## src/rtl/motor_pkg.sv

```systemverilog
// Shared motor definitions: direction encodings (also used by Motor), sequencer states, duty width.
package motor_pkg;
  localparam int SPEED_W = 10;

  localparam logic [1:0] BACKWORD = 2'b00;
  localparam logic [1:0] LEFT     = 2'b01;
  localparam logic [1:0] RIGHT    = 2'b10;
  localparam logic [1:0] FORWARD  = 2'b11;

  typedef enum logic [1:0] {
    TRACK = 2'd0,
    BRAKE = 2'd1,
    DEAD  = 2'd2
  } state_e;
endpackage

```

## src/rtl/ramp_tick.sv

```systemverilog
// Free-running ramp timebase: one-cycle tick every TICK_CYCLES clocks; only reset restarts it.
module ramp_tick #(
  parameter int TICK_CYCLES = 100_000
) (
  input  logic c100MHz,
  input  logic rst,
  output logic tick
);
  localparam int CW = (TICK_CYCLES > 1) ? $clog2(TICK_CYCLES) : 1;
  localparam logic [CW-1:0] LAST = CW'(TICK_CYCLES - 1);

  logic [CW-1:0] cnt_q, cnt_d;

  assign tick = (cnt_q == LAST);

  always_comb begin
    cnt_d = cnt_q + CW'(1);
    if (tick) cnt_d = '0;
  end

  always_ff @(posedge c100MHz or posedge rst) begin
    if (rst) cnt_q <= '0;
    else     cnt_q <= cnt_d;
  end
endmodule

```

## src/rtl/drive_sequencer.sv

```systemverilog
// Wheel drive sequencer: ramps duty toward the commanded target on a slow tick, brakes and
// waits out a dead time before any direction reversal, and drops to zero on emergency stop.
module drive_sequencer
  import motor_pkg::*;
#(
  parameter int TICK_CYCLES = 100_000,
  parameter int STEP        = 16,
  parameter int DEAD_TICKS  = 50
) (
  input  logic                c100MHz,
  input  logic                rst,
  input  logic                estop,
  input  logic                cmd_valid,
  output logic                cmd_ready,
  input  logic [1:0]          cmd_dir,
  input  logic [SPEED_W-1:0]  cmd_speed,
  output logic [1:0]          dir,
  output logic [SPEED_W-1:0]  speed,
  output logic                busy
);
  localparam int DW = $clog2(DEAD_TICKS + 1);
  localparam logic [DW-1:0]      DEAD_LAST = DW'(DEAD_TICKS);
  localparam logic [SPEED_W:0]   STEP_W    = (SPEED_W + 1)'(STEP);

  state_e               state_q, state_d;
  logic [1:0]           dir_q, dir_d, tgt_dir_q, tgt_dir_d;
  logic [SPEED_W-1:0]   speed_q, speed_d, tgt_speed_q, tgt_speed_d;
  logic [DW-1:0]        dead_q, dead_d, dead_inc;
  logic                 tick;

  ramp_tick #(.TICK_CYCLES(TICK_CYCLES)) u_tick (
    .c100MHz (c100MHz),
    .rst     (rst),
    .tick    (tick)
  );

  // One extra bit of headroom so the step never wraps; results saturate to the target or zero.
  logic [SPEED_W:0]     sp_ext, tgt_ext, up_ext, dn_ext;
  logic [SPEED_W-1:0]   ramp_up, ramp_dn, ramp_spd, brake_spd;

  assign sp_ext    = {1'b0, speed_q};
  assign tgt_ext   = {1'b0, tgt_speed_q};
  assign up_ext    = sp_ext + STEP_W;
  assign dn_ext    = (sp_ext >= STEP_W) ? (sp_ext - STEP_W) : '0;
  assign ramp_up   = (up_ext > tgt_ext) ? tgt_speed_q : up_ext[SPEED_W-1:0];
  assign ramp_dn   = (dn_ext < tgt_ext) ? tgt_speed_q : dn_ext[SPEED_W-1:0];
  assign ramp_spd  = (speed_q < tgt_speed_q) ? ramp_up : ramp_dn;
  assign brake_spd = dn_ext[SPEED_W-1:0];
  assign dead_inc  = dead_q + DW'(1);

  assign cmd_ready = !estop && (state_q != DEAD);
  assign busy      = (state_q != TRACK) || (speed_q != tgt_speed_q);
  assign dir       = dir_q;
  assign speed     = speed_q;

  always_comb begin
    state_d     = state_q;
    dir_d       = dir_q;
    speed_d     = speed_q;
    tgt_dir_d   = tgt_dir_q;
    tgt_speed_d = tgt_speed_q;
    dead_d      = dead_q;
    if (estop) begin
      // Retarget to the current direction so nothing is left pending after release.
      state_d     = TRACK;
      speed_d     = '0;
      tgt_speed_d = '0;
      tgt_dir_d   = dir_q;
      dead_d      = '0;
    end else begin
      if (cmd_valid && cmd_ready) begin
        tgt_dir_d   = cmd_dir;
        tgt_speed_d = cmd_speed;
      end
      // Decisions use the registered target, so a same-cycle command takes effect next tick.
      case (state_q)
        TRACK: begin
          if (dir_q == tgt_dir_q) begin
            if (tick) speed_d = ramp_spd;
          end else if (speed_q == '0) begin
            dir_d = tgt_dir_q;
          end else begin
            state_d = BRAKE;
          end
        end
        BRAKE: begin
          if (dir_q == tgt_dir_q) begin
            state_d = TRACK;
          end else if (tick) begin
            speed_d = brake_spd;
            if (brake_spd == '0) begin
              state_d = DEAD;
              dead_d  = '0;
            end
          end
        end
        DEAD: begin
          speed_d = '0;
          if (tick) begin
            if (dead_inc == DEAD_LAST) begin
              dir_d   = tgt_dir_q;
              state_d = TRACK;
              dead_d  = '0;
            end else begin
              dead_d = dead_inc;
            end
          end
        end
        default: state_d = TRACK;
      endcase
    end
  end

  always_ff @(posedge c100MHz or posedge rst) begin
    if (rst) begin
      state_q     <= TRACK;
      dir_q       <= FORWARD;
      speed_q     <= '0;
      tgt_dir_q   <= FORWARD;
      tgt_speed_q <= '0;
      dead_q      <= '0;
    end else begin
      state_q     <= state_d;
      dir_q       <= dir_d;
      speed_q     <= speed_d;
      tgt_dir_q   <= tgt_dir_d;
      tgt_speed_q <= tgt_speed_d;
      dead_q      <= dead_d;
    end
  end
endmodule
```

## config.mk

```make
export PLATFORM = sky130hd
export DESIGN_NAME = drive_sequencer
export DESIGN_NICKNAME = d
export VERILOG_FILES = /design/src/rtl/motor_pkg.sv /design/src/rtl/ramp_tick.sv /design/src/rtl/drive_sequencer.sv
export SDC_FILE = /design/constraint.sdc
export NUM_CORES = 1
export LEC_CHECK = 0
export ABC_AREA = 0
export ABC_CLOCK_PERIOD_IN_PS = 4700
export CAP_MARGIN = 20
export CORE_ASPECT_RATIO = 1.75
export CORE_UTILIZATION = 53
export DETAILED_ROUTE_END_ITERATION = 8
export PLACE_DENSITY = 0.83
export SYNTH_ARGS = -nofsm -noshare
export SYNTH_HDL_FRONTEND = slang
export SYNTH_HIERARCHICAL = 1
export SYNTH_SLANG_ARGS = --single-unit
```

## constraint.sdc

```tcl
create_clock -name c100MHz -period 4.7 [get_ports c100MHz]
set_input_delay 0.705 -clock c100MHz [delete_from_list [all_inputs] [get_ports c100MHz]]
set_output_delay 0.705 -clock c100MHz [all_outputs]
set_load 0.03 [all_outputs]
```

# After elaboration in Yosys (flattened, before gate mapping)
# Cells that the tools add are included.
[op_classes]
add_sub_neg = 4
n_reduce_logical = 16
bitwise = 1
n_eq_ne = 22
order_cmp = 4
mux = 36
[op_table]
columns = ["cell", "n"]
rows = [
  ["two-way mux 10 bit", 10],
  ["two-way mux 6 bit", 6],
  ["case mux 10 bit (3 select lines)", 1],
  ["two-way mux 2 bit", 14],
  ["inequality test 3 bit (second input constant)", 9],
  ["logical NOT 10 bit", 2],
  ["adder 17 x 1 -> 17 bit (second input constant)", 1],
  ["== test 17 bit (second input constant)", 1],
  ["two-way mux 17 bit", 1],
  ["case mux 6 bit (2 select lines)", 1],
  ["AND reduction 6 bit", 2],
  ["adder 10 x 5 -> 11 bit (second input constant)", 1],
  ["> comparator 11 x 10 -> 1 bit", 1],
  ["less-than comparator 11 x 10 -> 1 bit", 1],
  ["two-way mux 11 bit", 1],
  ["subtractor 10 x 5 -> 11 bit (second input constant)", 1],
  [">= comparator 10 x 5 -> 1 bit (second input constant)", 1],
  ["less-than comparator 10 bit", 1],
  ["inequality test 10 bit", 1],
  ["inequality test 2 bit (second input constant)", 5],
  ["AND reduction 5 bit", 2],
  ["inequality test 4 bit (second input constant)", 2],
  ["adder 6 x 1 -> 6 bit (second input constant)", 1],
  ["== test 6 bit (second input constant)", 1],
  ["other kinds (13)", 16],
]
[word_totals]
out_inout_bits = 14
reg_bits = 49
word_cells = 90
inputBits = 16

# Depth between registers and ports, before layout
# Gate-level depths: netlist (run 1).
[depth]
ltp_word = 9
ltp_mapped = 14
ltp_nobuf = 13

# Cells and area by module
# The synthesis (run 1) kept the hierarchy.
[by_module_without_submodules]
columns = ["mod", "instances", "cells_each", "area_each_um2"]
rows = [
  ["drive_sequencer", 1, 353, 2966.6],
  ["ramp_tick", 1, 75, 825.8],
]

# Least setup slack after synthesis (run 1)
# Ideal clock, no wire load.
[synth_path]
path_kind = "reg-to-reg"
startpoint = "reg speed_q[9], in the netlist speed[9]"
endpoint = "reg speed_q[1], in the netlist speed[1]"
arrival_ns = 3.328
slack_ns = 1.236
required_time_ns = 4.564
setup_time_ns = 0.136
stages_incl_launch_ff = 13
cell_sequence = "dfrtp_1 > buf_6 > or4_4 > a211oi_4 > clkbuf_1 > nor2_1 > ha_1 > nand4_1 > a311oi_1 > o31ai_2 > o2bb2ai_1 > a2111oi_0 > nor3_1"
[synth_between]
elab_chain_len = 9
[synth_rtl]
columns = ["element", "line_no", "source"]
rows = [
  ["start, declared", "drive_sequencer.sv:27", "logic [SPEED_W-1:0] speed_q, speed_d, tgt_speed_q, tgt_speed_d;"],
  ["start signal, assigned", "drive_sequencer.sv:125", "speed_q <= speed_d;"],
  ["subtractor 10 x 5 -> 11 bit / >= comparator 10 x 5 -> 1 bit (equally long branches)", "drive_sequencer.sv:44", "assign dn_ext = (sp_ext >= STEP_W) ? (sp_ext - STEP_W) : '0;"],
  ["two-way mux 11 bit", "drive_sequencer.sv:44", ""],
  ["less-than comparator 11 x 10 -> 1 bit", "drive_sequencer.sv:46", "assign ramp_dn = (dn_ext < tgt_ext) ? tgt_speed_q : dn_ext[SPEED_W-1:0];"],
  ["two-way mux 10 bit", "drive_sequencer.sv:46", ""],
  ["two-way mux 10 bit", "drive_sequencer.sv:47", "assign ramp_spd = (speed_q < tgt_speed_q) ? ramp_up : ramp_dn;"],
  ["two-way mux 10 bit", "drive_sequencer.sv:79", "if (tick) speed_d = ramp_spd;"],
  ["two-way mux 10 bit", "drive_sequencer.sv:78", "if (dir_q == tgt_dir_q) begin"],
  ["case mux 10 bit (3 select lines) *", "drive_sequencer.sv:76", "case (state_q)"],
  ["two-way mux 10 bit *", "drive_sequencer.sv:63", "if (estop) begin"],
]
# Every way passes the cells marked *; elsewhere a longest branch is shown, timed or not. The select of a mux whose other input is x is not followed.
# A chain may end at the register's enable or synchronous reset.

# Final worst setup path (run 1)
[layout_path]
startpoint = "reg speed_q[6], in the netlist speed[6]"
endpoint = "reg speed_q[0], in the netlist speed[0]"
# Same word-level chain as after synthesis.

==> run_results.csv, run 1 <==
group,metric,value,unit
power_and_ir_drop,powerDensity,604,nW/um^2
grt,gr-total-overflow,0,
yosys,ys_types,66,
power_and_ir_drop,p_comb_share,62.9,%
power_and_ir_drop,switching_share,50.0,%
setup_path,cpPeakStageDelay,0.61,ns
timing,post-route-period-util,79.9,%
timing,skew,0.00461,ns
setup_path,timing.critical_path.mode_cell,"a21oi_1",
power_and_ir_drop,p_int,1.30,mW
yosys,yosysWarnings,6,
route,routed_via_density,6.37,
yosys,synth_enable_flop_cells,0,
floorplanning,coreArea,6910,um^2
layout,multi_input_area,2380,um^2
place,dpl.hpwl,7740,um
route,drtIter0Drc,143,
grt,grt_start_max_net_pins,33,
layout,area_growth,13.3,%
grt,grt_pass1_vias,3504,
layout,diodes,0,
timing,holdWs,0.509,ns
grt,grtUsageTotal,28.8,%
layout,fillCellCount,607,
floorplanning,die_x,65.9,um
place,place_ws,1.02,ns
cts,post-cts-setup-buffer-count,0,
layout,seq_area,1230,um^2
timing,grt_setup_unrepaired,"no",
setup_path,cp-start-kind,"register",
yosys,async_reset_ff_share,100,%
setup_path,slowest_stage,"or4_4",
power_and_ir_drop,ir_drop,0.000540,V
cts,clk_latency,0.29,ns
cts,htree_levels,2,
yosys,ys_seq_area_share,32.5,%
job,drv_cap,0,
route,drtAntennaViolNets,0,
worst_hold_path,hold_path_class,"register to register",
cts,cts-root-buf,"clkbuf_16",
setup_path,worstPathArrival,3.92,ns
timing,hold_viol_final,0,
setup_path,cp_cell_sequence,"or4_4 > a211oi_4 > nor2_1 > ha_1 > a21oi_1 > o21ai_0 > o31ai_2 > a21oi_1 > a221oi_1 > o22ai_1",
floorplanning,start_util,54.9,%
floorplanning,pin_count,30,
grt,antenna_found_initial,0,
place,gp_congestion,1.02,
cts,holdBufCountCts,0,
layout,layout-drive-gt1-share,8.17,%
power_and_ir_drop,switching_power,1.30,mW
timing,tightest_slew,0.845,ns
yosys,syn_inst,428,
setup_path,cp.required,4.86,ns
yosys,ys.flop_type,"dfrtp_1",
yosys,ys_ff_latch,49,
cts,cts_resized,0,
yosys,synth_nets,479,
floorplanning,fp.dieArea,7510,um^2
yosys,netlist_area,3790,um^2
layout,finalNetCount,503,
route,drt_wl_total,10000,um
yosys,avgSynthCellArea,8.86,um^2
cts,clock_path_buffers,2,
route,via_count,3423,
setup_path,crit_path_max_fanout,14,
status,status,"complete, no violations",
cts,numCtsBuffers,5,
setup_path,end_kind,"register",
timing,finalCriticalPeriod,3.76,ns
route,wl_per_cell,18.6,um
cts,cts_sinks,49,
floorplanning,die_y,114,um
timing,maxSlewViolCount,0,
cts,cts_tree,"built",
power_and_ir_drop,power_leakage,1.83,nW
grt,grt_pass1_wl,16400,um
cts,path_clk_slew,0.07,ns
power_and_ir_drop,clkPwrFrac,14.3,%
timing,setup_tns,0,ns
route,drc,0,
route,firstDrtPassIters,4,
power_and_ir_drop,sequentialPowerShare,22.8,%
floorplanning,rows,40,
setup_path,worstSetupPathType,"register to register",
timing,max_slew_margin,43.6,%
timing,fin_ws,0.944,ns
place,portBuffers,29,
timing,max_freq,266,MHz
timing,setup_viol,0,
[state kept, by name (all words and copies together), names as in the netlist]
signal / cells
state_q: 2
tgt_dir_q: 2
tgt_speed_q: 10
u_tick/cnt_q: 17
speed: 10
dir: 2
dead_q: 6
[layout by cell type (no fill, tap or decap), types with 5 or more instances in the layout]
| master | synthesis | routed |
|---|---|---|
| dfrtp_1 | 45 | 45 |
| nand2_1 | 35 | 35 |
| ha_1 | 35 | 35 |
| inv_1 | 29 | 29 |
| nor2_1 | 29 | 29 |
| clkdlybuf4s50_1 | 0 | 29 |
| o21ai_0 | 22 | 22 |
| nor3_1 | 19 | 19 |
| a21oi_1 | 18 | 18 |
| nand3_1 | 16 | 16 |
| xnor2_1 | 15 | 15 |
| o31ai_1 | 14 | 14 |
| nand4_1 | 10 | 10 |
| xor2_1 | 9 | 9 |
| and3_1 | 9 | 9 |
| and2_1 | 7 | 7 |
| nand2b_1 | 6 | 6 |
| nor4_1 | 5 | 5 |
| a21o_1 | 5 | 5 |
| a211oi_1 | 5 | 5 |
| clkbuf_16 | 0 | 5 |
[power groups by stage]
stage	combinational, mW	sequential [mW]	clock (mW)
floorplan	1.15	0.602	0
global placement	1.57	0.594	0
detailed placement	1.60	0.597	0
CTS	1.61	0.590	0.374
global route	1.78	0.602	0.393
finish	1.63	0.593	0.371
[cells in the mapped netlist, drive strengths merged, types with 4 or more instances]
library cell   n  area share (%)
nor3          19             2.5
dfstp          4             2.8
and2           7             1.2
a211oi         6             1.5
dfrtp         45              30
mux2i          4             1.1
nand3         16             2.1
a21oi         18             2.4
nand4         11             2.2
nor2          29             2.9
and3           9             1.5
o21ai         25             3.3
ha            35              12
nand2         35             3.5
a21o           5            0.99
or2            4            0.66
xnor2         15             3.5
a31oi          5             1.2
clkbuf        12             1.2
o31ai         15             3.1
xor2           9             2.1
inv           29             2.9
buf            4            0.66
nor4           9             2.4
nand2b         6            0.99
[stage by stage]
step                utilization [%]  instances  power [mW]  cell area [um^2]
global route                   62.2        537        2.78              4300
finish                         62.2        537        2.60              4300
detailed placement             60.1        529        2.20              4150
floorplan                         -        428        1.75              3790
global placement               60.1        529        2.17              4150
CTS                            62.2        537        2.58              4300
[cells by family after synthesis]
logic type / share of synthesized area [%]
flip-flops: 32.5
adder cells (fa/ha/maj): 11.5
AND/OR/NAND/NOR: 23.1
multiplexers: 1.95
XOR/XNOR: 5.54
buffers and inverters: 4.72
AO/OA/AOI/OAI: 20.7
[layer usage]
| layer | vias up | GRT usage (%) | routed length [um] | part of all wire [%] |
|---|---|---|---|---|
| met3 | 47 | 3.80 | 366 | 3.7 |
| met1 | 1637 | 29.3 | 3610 | 36 |
| met4 | 0 | 22.7 | 756 | 7.6 |
| met5 | - | 0 | 0 | 0 |
| met2 | 114 | 50.8 | 5260 | 53 |
| li1 | 1625 | - | - | - |
[worst max-delay path, delay by kind of cell (launching register included)]
kind,cells,cell delay (ns)
adders and majority gates,1,0.34
DFF,1,0.55
AOI/OAI and AO/OA,7,1.96
and+or+nand+nor,2,0.76
[area by class of cell]
| class | instances | share of cell area, % |
|---|---|---|
| clock buffer | 5 | 2.91 |
| clock inverter | 3 | 0.582 |
| sequential | 49 | 28.6 |
| timing repair buffer | 33 | 7.45 |
| inverter | 29 | 2.53 |
| tap | 84 | 2.45 |
| multi-input combinational | 334 | 55.4 |
[final timing paths]
check	from	endpoint	slack [ns]	cells after the start
max	speed[6]	speed[0]	0.94	10
min	u_tick/cnt_q[0]	u_tick/cnt_q[0]	0.51	1
max reg2reg	speed[6]	speed[0]	0.94	10
min reg2reg	u_tick/cnt_q[0]	u_tick/cnt_q[0]	0.51	1
max in group asynchronous	rst	u_tick/cnt_q[15]	3.47	2
min in group asynchronous	rst	u_tick/cnt_q[5]	0.82	2
Power figures use the tool's default switching activity.
==> run 2, diff against run 1 <==
Settings changed: ABC_CLOCK_PERIOD_IN_PS 4700 to 3100, PLACE_DENSITY 0.83 to 0.85.
Clock period 4.7 ns to 3.1 ns, I/O delays scaled along.
==> run 2 against run 1 <==
The flow now finishes with violations (setup timing); via count is 8.2% higher; first-iteration DRC count rose by 98%; critical path depth up 1; flip-flop and latch count unchanged; sequential share of layout area fell by 3.1 points; maximum frequency grew 20%; utilization rose by 7.9 points; final cell count rose by 8.9%; non-clock buffer count up 48; die area stayed put; critical endpoint unchanged.
==> run_results.csv, run 2 (synthesis gave the netlist of run 1 again) <==
group,metric,value,unit
setup_path,crit_path_max_fanout,10,
cts,numCtsBuffers,5,
timing,max_freq,320,MHz
floorplanning,die_y,114,um
timing,finalCriticalPeriod,3.13,ns
cts,htree_levels,2,
worst_hold_path,hold_path_class,"register to register",
place,portBuffers,29,
timing,setup_viol,1,
layout,largest_reg_flops,17,
route,drt_wl_total,11600,um
status,status,"complete, but fails checks",
timing,tightest_slew,0.828,ns
route,firstDrtPassIters,5,
cts,path_clk_slew,0.07,ns
layout,final_common_cell,"buf_4",
cts,clock_path_buffers,2,
setup_path,path_buf_inv,1,
layout,final_cell_mix,"buf_4, dfrtp_1, nand2_1",
power_and_ir_drop,finalPower,4.88,mW
floorplanning,die_x,65.9,um
layout,postLayoutCoreUtil,70.1,%
grt,antenna_found_initial,0,
setup_path,end_kind,"register",
timing,hold_viol_final,0,
layout,finalNetCount,551,
setup_path,cp_cell_sequence,"buf_4 > nor4_4 > nand2_1 > and2_1 > ha_1 > o21ai_1 > a311oi_2 > o31ai_4 > a21oi_2 > a221oi_2 > o22ai_1",
setup_path,cpPeakStageDelay,0.43,ns
timing,skew,0.00434,ns
grt,grt_pass1_wl,18200,um
job,drv_cap,0,
floorplanning,rows,40,
floorplanning,fp.dieArea,7510,um^2
timing,max_slew_margin,44.7,%
power_and_ir_drop,power_leakage,2.10,nW
route,drtAntennaViolNets,0,
route,drtIter0Drc,283,
setup_path,worstSetupPathType,"register to register",
setup_path,cp-start-kind,"register",
floorplanning,pin_count,30,
timing,maxSlewViolCount,0,
place,gp_congestion,0.940,
floorplanning,coreArea,6910,um^2
place,dpl.hpwl,9090,um
timing,setup_tns,-0.0264,ns
layout,area_growth,27.7,%
setup_path,cp.required,3.27,ns
route,via_count,3702,
grt,grt_pass1_vias,3758,
cts,cts_tree,"built",
setup_path,cp_top_family,"compound AO/OA/AOI/OAI gates",
cts,clk_latency,0.29,ns
route,drc,0,
cts,cts-root-buf,"clkbuf_16",
route,wl_per_cell,19.8,um
layout,layout-drive-gt1-share,22.2,%
power_and_ir_drop,ir_drop,0.000727,V
setup_path,slowest_stage,"dfrtp_2",
route,routed_via_density,6.33,
timing,grt_setup_unrepaired,"yes",
timing,post-route-period-util,101,%
cts,cts_sinks,49,
setup_path,worstPathArrival,3.29,ns
timing,fin_ws,-0.0264,ns
grt,grtUsageTotal,32.2,%
grt,gr-total-overflow,0,
layout,diodes,0,
status,violations,"setup timing",
floorplanning,start_util,54.9,%
power_and_ir_drop,powerDensity,1010,nW/um^2
layout,top_register,"u_tick/cnt_q",
grt,grt_start_max_net_pins,23,
## run 2: path summary, 6_finish.rpt
check | from | endpoint | slack, ns | cells after the start
min reg2reg | u_tick/cnt_q[0] | u_tick/cnt_q[0] | 0.50 | 1
min | u_tick/cnt_q[0] | u_tick/cnt_q[0] | 0.50 | 1
max reg2reg | speed[9] | speed[0] | -0.03 | 11
max in group asynchronous | rst | tgt_speed_q[6] | 1.73 | 3
max | speed[9] | speed[0] | -0.03 | 11
min in group asynchronous | rst | u_tick/cnt_q[11] | 0.59 | 2
## run 2: final cells by class
type	count	area, um^2
multi-input combinational	334	2560
inverter	29	109
timing repair buffer	81	684
clock buffer	5	125
fill	536	2060
tap	84	105
sequential	49	1230
clock inverter	3	26.3
## run 2: layer usage
metal / global-route usage [%] / wire, um / vias up
met4: 19.1 / 652 / 0
met5: 0 / 0 / -
met3: 4.90 / 564 / 42
met2: 61.3 / 6480 / 150
li1: - / - / 1720
met1: 31.1 / 3880 / 1790
## run 2: power by group
group          switching (mW)  total, mW  internal [mW]
Clock                   0.260      0.565          0.305
Sequential             0.0947      0.837          0.743
Combinational            1.97       3.48           1.50
Total                    2.33       4.88           2.55
## run 2: through the flow
step / std cells / hold WS [ns] / area (um^2) / worst slack [ns]
floorplan: 428 / 0.391 / 3870 / -0.178
global placement: 573 / 0.479 / 4540 / -0.0324
detailed placement: 573 / 0.489 / 4540 / -0.0822
CTS: 582 / 0.500 / 4740 / 0.00699
global route: 585 / 0.527 / 4840 / -0.111
finish: 585 / 0.498 / 4840 / -0.0264
## run 2: timing repair
| item | in CTS | in global routing |
|---|---|---|
| pin swaps | 10 | 12 |
| endpoints found under the setup margin | 6 | 11 |
| hold buffers | 0 | 0 |
| resized for setup | 8 | 14 |
| setup buffers | 1 | 3 |
## run 2: worst register-to-register path, cell delays in order (launching register included)
cell and delay [ns]:
dfrtp_2 0.43, buf_4 0.20, nor4_4 0.31, nand2_1 0.21, and2_1 0.22, ha_1 0.27
o21ai_1 0.19, a311oi_2 0.09, o31ai_4 0.44, a21oi_2 0.20, a221oi_2 0.33, o22ai_1 0.12
==> run 3, diff against run 2 <==
Settings changed: REMOVE_ABC_BUFFERS from default to 1.
==> run 3 against run 2 <==
The run still ends with setup timing left; sequential power shrank 1%; register-to-register slack worse by 0.096 ns; sequential share of layout area fell by 0.51 points; final cell count shrank 0.34%; hold slack lost 0.0081 ns; count of clock-buffer cells in the layout up 1; routed wire length increased by 2.8%; critical endpoint is now speed[1].
==> run_results.csv, run 3 (synthesis gave the netlist of run 1 again) <==
group,metric,value,unit
status,status,"complete, but fails checks",
status,violations,"setup timing",
cts,cts_tree,"built",
layout,stdcell_area,4930,um^2
power_and_ir_drop,sequentialPowerShare,15.7,%
setup_path,rr_startpoint,"speed[7]",
floorplanning,die_y,114,um
grt,antenna_found_initial,0,
floorplanning,pin_count,30,
place,placed_area,4440,um^2
setup_path,rr_endpoint,"speed[1]",
layout,diodes,0,
timing,hold_viol_final,0,
place,gp_congestion,0.978,
setup_path,worstSetupPathType,"register to register",
cts,clk_latency,0.29,ns
route,firstDrtPassIters,5,
floorplanning,rows,40,
grt,met2_usage,58.6,%
timing,setup_viol,5,
grt,grt.busiest_layer,"met2",
route,drtIter0Drc,346,
worst_hold_path,hold_path_class,"register to register",
route,wl_per_cell,20.4,um
power_and_ir_drop,ir_drop,0.00102,V
worst_hold_path,hold_depth,1,
layout,seq_area,1230,um^2
power_and_ir_drop,p_comb_share,72.5,%
cts,numCtsBuffers,5,
grt,grt_pass1_wl,18300,um
cts,htree_levels,2,
floorplanning,coreArea,6910,um^2
timing,maxSlewViolCount,0,
grt,grtUsageMet3,4.80,%
grt,met1_usage,32.6,%
grt,grt_start_max_net_pins,33,
grt,grtUsageTotal,32.5,%
grt,gr-total-overflow,0,
cts,holdBufCountCts,0,
power_and_ir_drop,switching_share,47.4,%
layout,multi_input_area,2630,um^2
layout,finalNetCount,549,
route,drt_wl_total,11900,um
route,via_count,3774,
power_and_ir_drop,powerDensity,1070,nW/um^2
layout,final_cell_mix,"dfrtp_1, buf_4, nand2_1",
timing,skew,0.00467,ns
route,drtAntennaViolNets,0,
timing,fin_ws,-0.122,ns
route,routed_via_density,6.47,
setup_path,reg2reg_slack,-0.12,ns
place,portBuffers,29,
setup_path,worstPathArrival,3.39,ns
setup_path,ff2ff_path_depth,11,
floorplanning,die_x,65.9,um
route,drc,0,
grt,grt_pass1_vias,3761,
worst_hold_path,hold_path_end,"u_tick/cnt_q[0]",
power_and_ir_drop,switching_power,2.50,mW
setup_path,cp-start-kind,"register",
job,drv_cap,0,
place,dpl.hpwl,8680,um
setup_path,cp.required,3.26,ns
timing,post-route-period-util,104,%
power_and_ir_drop,power_leakage,2.13,nW
layout,area_growth,30.1,%
place,place_ws,-0.0950,ns
power_and_ir_drop,p_int,2.78,mW
cts,clock_path_buffers,2,
layout,final_common_cell,"dfrtp_1",
cts,cts-root-buf,"clkbuf_16",
timing,max_slew_margin,50.9,%
layout,layout-drive-gt1-share,23.2,%
timing,grt_setup_unrepaired,"yes",
power_and_ir_drop,clkPwrFrac,11.8,%
timing,max_freq,310,MHz
floorplanning,start_util,54.9,%
layout,top_register,"u_tick/cnt_q",
timing,finalCriticalPeriod,3.22,ns
setup_path,end_kind,"register",
floorplanning,fp.dieArea,7510,um^2
worst_hold_path,min_from,"u_tick/cnt_q[0]",
setup_path,crit_path_max_fanout,7,
layout,fillCellCount,507,
timing,tightest_slew,0.734,ns
layout,postLayoutCoreUtil,71.4,%
cts,path_clk_slew,0.07,ns
cts,cts_sinks,49,
layout,largest_reg_flops,17,
run 3: critical path, stage by stage, from the launching register on:
cell and delay, ns:
dfrtp_1 0.39, or4_4 0.56, a211oi_4 0.25, buf_6 0.18, nor2_4 0.04, ha_4 0.26, nand4_1 0.14, a311oi_2 0.31
o31ai_4 0.18, o2bb2ai_4 0.20, a2111oi_1 0.48, nor3_1 0.10
run 3: area by class of cell:
cell class | instances | share of cell area (%)
well taps | 84 | 2.13
clock buffers | 6 | 2.61
repair buffers | 79 | 14.0
clock inverters | 2 | 0.710
multi-input cells | 334 | 53.3
inverters | 29 | 2.21
flip-flops and latches | 49 | 25.0
run 3: metal layers:
| layer | wire length [um] | part of all wire [%] | vias to the layer above |
|---|---|---|---|
| met3 | 616 | 5.2 | 73 |
| met1 | 4050 | 34 | 1806 |
| met2 | 6270 | 53 | 184 |
| met4 | 963 | 8.1 | 0 |
| li1 | - | - | 1711 |
| met5 | 0 | 0 | - |
run 3: worst max-delay path by stage:
stage          slack [ns]     start        to
6_report            -0.12  speed[7]  speed[1]
5_1_grt             -0.21  speed[7]  speed[4]
4_1_cts             -0.04  speed[7]  speed[1]
3_5_place_dp        -0.09  speed[9]  speed[1]
3_3_place_gp        -0.01  speed[9]  speed[4]
2_1_floorplan       -0.21  speed[6]  speed[1]
run 3: through the flow:
step           power, mW  setup TNS (ns)  hold slack (ns)  instances
6_report            5.28          -0.279            0.490        583
5_1_grt             5.57           -1.59            0.520        583
4_1_cts             4.74          -0.192            0.494        581
3_5_place_dp        3.75          -0.230            0.485        568
3_3_place_gp        3.71         -0.0206            0.473        568
2_1_floorplan       2.62           -1.08            0.391        412
run 3: what timing repair did:
item                                    in CTS  in global routing
pin swaps                                   15                 15
buffers inserted                             5                  2
gates resized for setup                     25                 33
endpoints found under the setup margin       7                 11
run 3: power by group through the flow:
stage	Clock, mW	Combinational (mW)	Sequential, mW
after floorplan	0	1.68	0.942
after global placement	0	2.89	0.824
after detailed placement	0	2.92	0.831
after CTS	0.631	3.29	0.821
after global routing	0.650	4.08	0.838
final	0.624	3.83	0.827
